File: config.mk
export PLATFORM = sky130hd
export DESIGN_NAME = binary_dot_product
export DESIGN_NICKNAME = d
export VERILOG_FILES = /design/src/rtl/binary_dot_product.sv
export SDC_FILE = /design/constraint.sdc
export NUM_CORES = 1
export LEC_CHECK = 0
export BUFFER_PORTS_ARGS = -buffer_cell sky130_fd_sc_hd__buf_2
export CELL_PAD_IN_SITES_DETAIL_PLACEMENT = 1
export CELL_PAD_IN_SITES_GLOBAL_PLACEMENT = 1
export CORE_MARGIN = 1.5
export CORE_UTILIZATION = 43
export CTS_CLUSTER_DIAMETER = 30
export CTS_CLUSTER_SIZE = 28
export DETAILED_ROUTE_END_ITERATION = 6
export PLACE_DENSITY = 0.86
export SYNTH_ARGS = -nofsm -noshare
export SYNTH_HDL_FRONTEND = slang
export SYNTH_SLANG_ARGS = --single-unit
File: constraint.sdc
create_clock -name clk -period 4.4 [get_ports clk]
set_input_delay 0.88 -clock clk [delete_from_list [all_inputs] [get_ports clk]]
set_output_delay 0.88 -clock clk [all_outputs]
set_load 0.02 [all_outputs]
File: src/rtl/binary_dot_product.sv
// binary_dot_product
//   Accumulates one binarised dot product over a filter window. Each beat
//   carries `lanes` image bits and `lanes` weight bits (1 = +1, 0 = -1).
//   Matching bits are counted (XNOR + popcount) into a saturating
//   accumulator. When the final beat arrives, the sum is compared against a
//   per-neuron threshold. The block then emits one activation bit and the
//   raw count.
//
// Ports
//   clk          single clock, rising edge
//   reset        asynchronous, active-high
//   startDP      pulse: clear the accumulator, latch threshold, enter ACCUM
//   threshold    unsigned activation threshold, sampled on startDP only
//   dataValid    beat present on imgBits/wgtBits
//   dataLast     final beat of the window (qualified by dataValid)
//   imgBits      binarised image bits
//   wgtBits      binarised weight bits
//   dataReady    high in ACCUM; a beat is taken on dataValid && dataReady
//   busy         high in ACCUM and DONE
//   resultValid  one-cycle pulse in DONE
//   resultBit    final sum >= latched threshold (held until next result)
//   resultCount  final, possibly saturated, sum (held until next result)
//   overflow     sticky saturation flag, cleared by startDP
//
// State  | meaning
// -------+------------------------------------------------------------
// IDLE   | waiting for startDP; beats are ignored
// ACCUM  | accepting beats; startDP restarts the product
// DONE   | one cycle, resultValid high; startDP here goes back to ACCUM

module binary_dot_product #(
   parameter int lanes       = 8,
   parameter int accBitWidth = 16
) (
   input  logic                   clk,
   input  logic                   reset,
   input  logic                   startDP,
   input  logic [accBitWidth-1:0] threshold,
   input  logic                   dataValid,
   input  logic                   dataLast,
   input  logic [lanes-1:0]       imgBits,
   input  logic [lanes-1:0]       wgtBits,
   output logic                   dataReady,
   output logic                   busy,
   output logic                   resultValid,
   output logic                   resultBit,
   output logic [accBitWidth-1:0] resultCount,
   output logic                   overflow
);

   localparam int CNT_W = $clog2(lanes + 1);

   typedef enum logic [1:0] {
      ST_IDLE  = 2'd0,
      ST_ACCUM = 2'd1,
      ST_DONE  = 2'd2
   } state_t;

   state_t                 state_q, state_d;
   logic [accBitWidth-1:0] acc_q;
   logic [accBitWidth-1:0] thr_q;
   logic [accBitWidth-1:0] result_count_q;
   logic                   result_bit_q;
   logic                   result_valid_q;
   logic                   overflow_q;

   logic [CNT_W-1:0]       beat_ones;
   logic [accBitWidth:0]   sum_wide;
   logic [accBitWidth-1:0] sum_sat;
   logic                   sum_ovf;
   logic                   beat_take;
   logic                   beat_final;

   // Number of lanes where image and weight agree.
   always_comb begin
      beat_ones = '0;
      for (int i = 0; i < lanes; i++) begin
         beat_ones = beat_ones + CNT_W'(~(imgBits[i] ^ wgtBits[i]));
      end
   end

   // One spare bit catches the carry out; on carry the sum clamps to all-ones.
   always_comb begin
      sum_wide = {1'b0, acc_q} + (accBitWidth + 1)'(beat_ones);
      sum_ovf  = sum_wide[accBitWidth];
      sum_sat  = sum_ovf ? '1 : sum_wide[accBitWidth-1:0];
   end

   // startDP has priority: a beat in the same cycle as a (re)start is dropped.
   assign beat_take  = (state_q == ST_ACCUM) && dataValid && !startDP;
   assign beat_final = beat_take && dataLast;

   always_comb begin
      state_d = state_q;
      case (state_q)
         ST_IDLE: begin
            if (startDP) state_d = ST_ACCUM;
         end
         ST_ACCUM: begin
            if (beat_final) state_d = ST_DONE;
         end
         ST_DONE: begin
            state_d = startDP ? ST_ACCUM : ST_IDLE;
         end
         default: state_d = ST_IDLE;
      endcase
   end

   always_ff @(posedge clk or posedge reset) begin
      if (reset) begin
         state_q        <= ST_IDLE;
         acc_q          <= '0;
         thr_q          <= '0;
         result_count_q <= '0;
         result_bit_q   <= 1'b0;
         result_valid_q <= 1'b0;
         overflow_q     <= 1'b0;
      end else begin
         state_q        <= state_d;
         result_valid_q <= beat_final;
         if (startDP) begin
            acc_q      <= '0;
            overflow_q <= 1'b0;
            thr_q      <= threshold;
         end else if (beat_take) begin
            acc_q <= sum_sat;
            if (sum_ovf) overflow_q <= 1'b1;
            if (dataLast) begin
               result_count_q <= sum_sat;
               result_bit_q   <= (sum_sat >= thr_q);
            end
         end
      end
   end

   assign dataReady   = (state_q == ST_ACCUM);
   assign busy        = (state_q == ST_ACCUM) || (state_q == ST_DONE);
   assign resultValid = result_valid_q;
   assign resultBit   = result_bit_q;
   assign resultCount = result_count_q;
   assign overflow    = overflow_q;

endmodule
==> impl_results.html <==
<table>
<tr><th>Metric</th><th>Value</th></tr>
<tr><th colspan="2">Clocking</th></tr>
<tr><td>Number of buffers added by the clock tree synthesis step</td><td>5</td></tr>
<tr><td>Num Clock Sinks</td><td>53</td></tr>
<tr><td>Deepest level of the CTS H-tree</td><td>2</td></tr>
<tr><td>Clock tree from TritonCTS</td><td>done</td></tr>
<tr><td>Clock slew at reported path FFs</td><td>0.11 ns</td></tr>
<tr><td>Hold-fix buffers at CTS</td><td>0</td></tr>
<tr><td>Clock latency of the later-clocked register in the worst-skew pair</td><td>0.34 ns</td></tr>
<tr><td>Cell at the root of the clock tree</td><td>sky130_fd_sc_hd__clkbuf_8</td></tr>
<tr><td>Largest buffer count on any clock path</td><td>2</td></tr>
<tr><th colspan="2">Power</th></tr>
<tr><td>Switching Power</td><td>989 uW</td></tr>
<tr><td>Net switching share of the total power</td><td>43.7%</td></tr>
<tr><td>Leakage Power</td><td>2.24 nW</td></tr>
<tr><td>VDD IR-drop max</td><td>282 uV</td></tr>
<tr><td>Clock power frac</td><td>13.4%</td></tr>
<tr><td>Internal portion of total power</td><td>1.27 mW</td></tr>
<tr><td>Seq pwr share</td><td>27.9%</td></tr>
<tr><td>Sum of internal, switching and leakage power</td><td>2.26 mW</td></tr>
<tr><td>Combinational group share of total power</td><td>58.7%</td></tr>
<tr><td>Pwr per Cell Area</td><td>491 nW/um2</td></tr>
<tr><th colspan="2">Floorplan</th></tr>
<tr><td>Starting density of the core</td><td>44.3%</td></tr>
<tr><td># IOs</td><td>58</td></tr>
<tr><td>Die Span Y</td><td>89.4 um</td></tr>
<tr><td>Overall die area</td><td>8000 um2</td></tr>
<tr><td>Num rows</td><td>31</td></tr>
<tr><td>Placeable core region</td><td>7250 um2</td></tr>
<tr><td>Die boundary width</td><td>89.4 um</td></tr>
<tr><th colspan="2">Worst setup path</th></tr>
<tr><td>Critical Path Sink Type</td><td>flop</td></tr>
<tr><td>Worst path slowest cell</td><td>sky130_fd_sc_hd__fa_1</td></tr>
<tr><td>Worst R2R Start</td><td>acc_q[4]</td></tr>
<tr><td>Critical register-to-register path endpoint</td><td>resultBit</td></tr>
<tr><td>Count of buffering cells on the critical path with inverters included</td><td>4</td></tr>
<tr><td>Most frequent cell on the critical path</td><td>sky130_fd_sc_hd__fa_1</td></tr>
<tr><td>Category of cells accounting for the largest share of critical-path delay</td><td>adder cells</td></tr>
<tr><td>Category of the critical setup timing path</td><td>in2reg</td></tr>
<tr><td>Depth of the critical timing path with buffers and inverters included</td><td>22</td></tr>
<tr><td>Data required time of the critical path</td><td>4.60 ns</td></tr>
<tr><td>R2R depth</td><td>8</td></tr>
<tr><td>Largest stage delay on the critical path</td><td>0.50 ns</td></tr>
<tr><td>End point of the critical path</td><td>resultBit</td></tr>
<tr><td>Startpoint types</td><td>input port</td></tr>
<tr><td>Flop-to-flop setup slack</td><td>1.17 ns</td></tr>
<tr><td>Critical Path Source</td><td>wgtBits[1]</td></tr>
<tr><td>Max Fanout on Critical Path</td><td>5</td></tr>
<tr><td>Critical path cell sequence</td><td>buf_2 -&gt; xnor2_1 -&gt; fa_1 -&gt; inv_1 -&gt; fa_1 -&gt; fa_1 -&gt; inv_1 -&gt; ha_2 -&gt; fa_2 -&gt; xor2_1 -&gt; ha_2 -&gt; o21ai_2 -&gt; o21ba_4 -&gt; nor3_4 -&gt; o311a_1 -&gt; nor2_1 -&gt; ha_1 -&gt; buf_4 -&gt; nand4_1 -&gt; a21oi_2 -&gt; a2111oi_4 -&gt; a31oi_1</td></tr>
<tr><td>Data arrival, critical path</td><td>5.89 ns</td></tr>
<tr><th colspan="2">STA</th></tr>
<tr><td>FMAX</td><td>0.176 GHz</td></tr>
<tr><td>Relative slew slack</td><td>31.1%</td></tr>
<tr><td>Time the worst path needs with I/O delays and setup</td><td>5.69 ns</td></tr>
<tr><td>Unrepaired setup endpoints after global routing</td><td>yes</td></tr>
<tr><td>Slew Viols, Final</td><td>0</td></tr>
<tr><td>Transition at the pin with the smallest max-transition slack</td><td>1.03 ns</td></tr>
<tr><td>Final-report hold violation count</td><td>0</td></tr>
<tr><td>Number of setup violations in the final report</td><td>34</td></tr>
<tr><td>Setup slack after layout</td><td>-1.29 ns</td></tr>
<tr><td>Worst clock skew</td><td>0.0143 ns</td></tr>
<tr><td>Smallest hold slack</td><td>0.474 ns</td></tr>
<tr><td>Fraction of the cycle the final worst path needs</td><td>129%</td></tr>
<tr><td>Setup TNS</td><td>-13.92 ns</td></tr>
<tr><th colspan="2">Run</th></tr>
<tr><td>Max-Cap Viols</td><td>0</td></tr>
<tr><th colspan="2">Routing</th></tr>
<tr><td>Per-cell routed wire length</td><td>22.7 um</td></tr>
<tr><td>Remaining antenna violation count after routing</td><td>0</td></tr>
<tr><td>Detail Route met2 WL</td><td>6500 um</td></tr>
<tr><td>Via-to-Cell Ratio</td><td>5.99</td></tr>
<tr><td>DR iter-0 viols</td><td>268</td></tr>
<tr><td>Count of vias placed by the detailed router</td><td>3302</td></tr>
<tr><td>DRC violation count after routing</td><td>0</td></tr>
<tr><td>Routed met1 length</td><td>4860 um</td></tr>
<tr><td>Detail Route met3 WL</td><td>597 um</td></tr>
<tr><td>Number of optimization iterations in the first detailed-route pass</td><td>4</td></tr>
<tr><td>Top layer reached by signal wires</td><td>met4</td></tr>
<tr><td>Routed WL</td><td>12500 um</td></tr>
<tr><th colspan="2">Logic synthesis</th></tr>
<tr><td>Unique cell type count in the Yosys netlist</td><td>45</td></tr>
<tr><td>Syn Area/Cell</td><td>9.34 um2</td></tr>
<tr><td>#FFs+latches synth</td><td>53</td></tr>
<tr><td>Number of cells produced by synthesis</td><td>344</td></tr>
<tr><td>Yosys warnings</td><td>0</td></tr>
<tr><td>Synthesized cell area</td><td>3210 um2</td></tr>
<tr><td>Post-synthesis net count</td><td>413</td></tr>
<tr><td>Share of synthesized area occupied by flip-flops and latches</td><td>41.3%</td></tr>
<tr><th colspan="2">Cells and area</th></tr>
<tr><td>Area growth from synthesis to final layout</td><td>43.4%</td></tr>
<tr><td>Diodes inserted</td><td>0</td></tr>
<tr><td>Utilization after layout</td><td>63.5%</td></tr>
<tr><td>Number of nets at the end of the flow</td><td>521</td></tr>
<tr><td>Layout cell share with drive strength beyond 1</td><td>43.4%</td></tr>
<tr><th colspan="2">Run status</th></tr>
<tr><td>Result of the run</td><td>finished with violations</td></tr>
<tr><td>Failing checks</td><td>setup timing</td></tr>
<tr><th colspan="2">Placement</th></tr>
<tr><td>Routability congestion estimate from global placement</td><td>0.864</td></tr>
<tr><td>Setup Slack @ Placement</td><td>-1.64 ns</td></tr>
<tr><td>Dpl hpwl</td><td>6660 um</td></tr>
<tr><td>Quantity of I/O buffers inserted on ports</td><td>57</td></tr>
<tr><th colspan="2">Global route</th></tr>
<tr><td>Largest net degree at the start of global routing</td><td>52</td></tr>
<tr><td>Number of global-route vias before repair</td><td>3309</td></tr>
<tr><td>First-pass GRT wire length</td><td>17200 um</td></tr>
<tr><td>Initial antenna violation count</td><td>0</td></tr>
<tr><td>Remaining Overflow, GRT</td><td>0</td></tr>
<tr><td>Global-route usage over all layers</td><td>29.1%</td></tr>
<tr><th colspan="2">Hold path</th></tr>
<tr><td>Worst min-delay path category</td><td>in2async</td></tr>
</table>
[layout by cell type, fill, tap and decap left out, drive strengths merged, types with 2 or more instances in the layout]
cell type    n
buf        113
dfrtp       53
nand2       34
nor2        31
inv         29
ha          27
o21ai       26
a21oi       24
xnor2       10
xor2         9
nand3        8
nor3         8
a31oi        7
a21o         7
clkbuf       6
a311oi       6
and3         5
a211oi       5
fa           5
nand4        4
mux2         4
and4         3
and2         3
nor4         3
o31ai        3
or4          2
nand3b       2
nor2b        2
[worst min-delay path by stage]
stage	to	startpoint	cells after the start
floorplan	thr_q[0]	thr_q[0]	1
CTS	resultCount[0]	resultCount[0]	2
detailed placement	resultCount[0]	resultCount[0]	2
global placement	resultCount[3]	resultCount[3]	2
finish	thr_q[0]	reset	2
global route	resultCount[3]	reset	2
[Yosys cell counts (all sizes together)]
| cell type | count | share of area, % |
|---|---|---|
| nand2b | 1 | 0.19 |
| or4 | 1 | 0.35 |
| nor4 | 3 | 0.97 |
| o21bai | 1 | 0.23 |
| fa | 5 | 3.1 |
| nor2 | 31 | 3.6 |
| xor2 | 9 | 2.5 |
| clkinv | 1 | 0.12 |
| mux2 | 4 | 1.4 |
| nand2 | 34 | 4.2 |
| and2 | 3 | 0.66 |
| buf | 2 | 0.58 |
| mux2i | 1 | 0.31 |
| clkbuf | 12 | 1.4 |
| nand4 | 4 | 0.78 |
| nor2b | 2 | 0.39 |
| o21ai | 26 | 4.1 |
| nand3 | 8 | 1.2 |
| a22o | 1 | 0.27 |
| o211ai | 1 | 0.23 |
| and3 | 5 | 0.97 |
| o22a | 1 | 0.27 |
| o31ai | 3 | 0.70 |
| nand3b | 2 | 0.47 |
| a21o | 7 | 1.6 |
| o311a | 1 | 0.31 |
| and4 | 3 | 0.82 |
| a2111oi | 1 | 0.27 |
| inv | 29 | 3.4 |
| a221oi | 1 | 0.27 |
| o21a | 1 | 0.23 |
| nor3 | 8 | 1.2 |
| a211oi | 5 | 1.2 |
| a21oi | 23 | 3.6 |
| a31oi | 7 | 1.4 |
| a311oi | 6 | 1.8 |
| dfrtp | 53 | 41 |
| ha | 27 | 11 |
| o21ba | 1 | 0.31 |
| xnor2 | 10 | 2.7 |
[sequential cells by signal, summed over array words and instances, names as in the netlist]
signal / count
acc_q: 16
resultCount: 16
thr_q: 16
state_q: 2
overflow: 1
resultBit: 1
resultValid: 1
[cell type report]
class / count / area (um2)
fill: 834 / 2650
multi-input combinational: 249 / 2180
sequential: 53 / 1330
clock buffer: 6 / 82.6
clock inverter: 1 / 7.51
tap: 99 / 124
timing repair buffer: 113 / 774
inverter: 30 / 113
[per-stage QoR]
stage | instances | instance area (um2)
floorplan | 344 | 3300
global placement | 520 | 3890
detailed placement | 520 | 3890
CTS | 541 | 4350
global route | 551 | 4610
finish | 551 | 4610
[power by group through the flow]
stage	combinational [mW]	sequential, mW	clock [mW]
floorplan	0.485	0.704	0
global placement	0.838	0.632	0
detailed placement	0.891	0.636	0
CTS	1.12	0.626	0.297
global route	1.42	0.641	0.324
finish	1.33	0.631	0.303
[routing by layer]
layer  global-route usage (%)  up-vias
met2                     53.5      127
met1                     32.7     1702
li1                         -     1420
met4                     14.0        0
met5                        0        -
met3                     4.43       53
[timing repair]
action | CTS | global route
setup buffers | 16 | 15
setup endpoints to repair | 34 | 34
endpoints found under the hold margin | 0 | 0
gates resized for setup | 67 | 35
cloned | 2 | 0
pin swaps | 22 | 27
[kinds of logic (layout without fill, tap and decap cells)]
logic type | Yosys count | after routing | share of synthesized area [%]
DFF | 53 | 53 | 41.3
and+or+nand+nor | 105 | 106 | 15.9
AOI/OAI and AO/OA | 86 | 87 | 16.8
muxes | 5 | 5 | 1.71
adders and majority gates | 32 | 32 | 13.6
xor gates and xnor gates | 19 | 19 | 5.18
buffers and inverters | 44 | 150 | 5.49
[worst register-to-register path, stage by stage, from the launching register on]
cell and delay, ns:
sky130_fd_sc_hd__dfrtp_1 0.54, sky130_fd_sc_hd__nand3_1 0.58, sky130_fd_sc_hd__or4_4 0.80, sky130_fd_sc_hd__nand2_1 0.12, sky130_fd_sc_hd__ha_1 0.27, sky130_fd_sc_hd__a21oi_1 0.24, sky130_fd_sc_hd__a21oi_2 0.12, sky130_fd_sc_hd__a2111oi_4 0.29
sky130_fd_sc_hd__a31oi_1 0.14
Power figures use the tool's default switching activity.
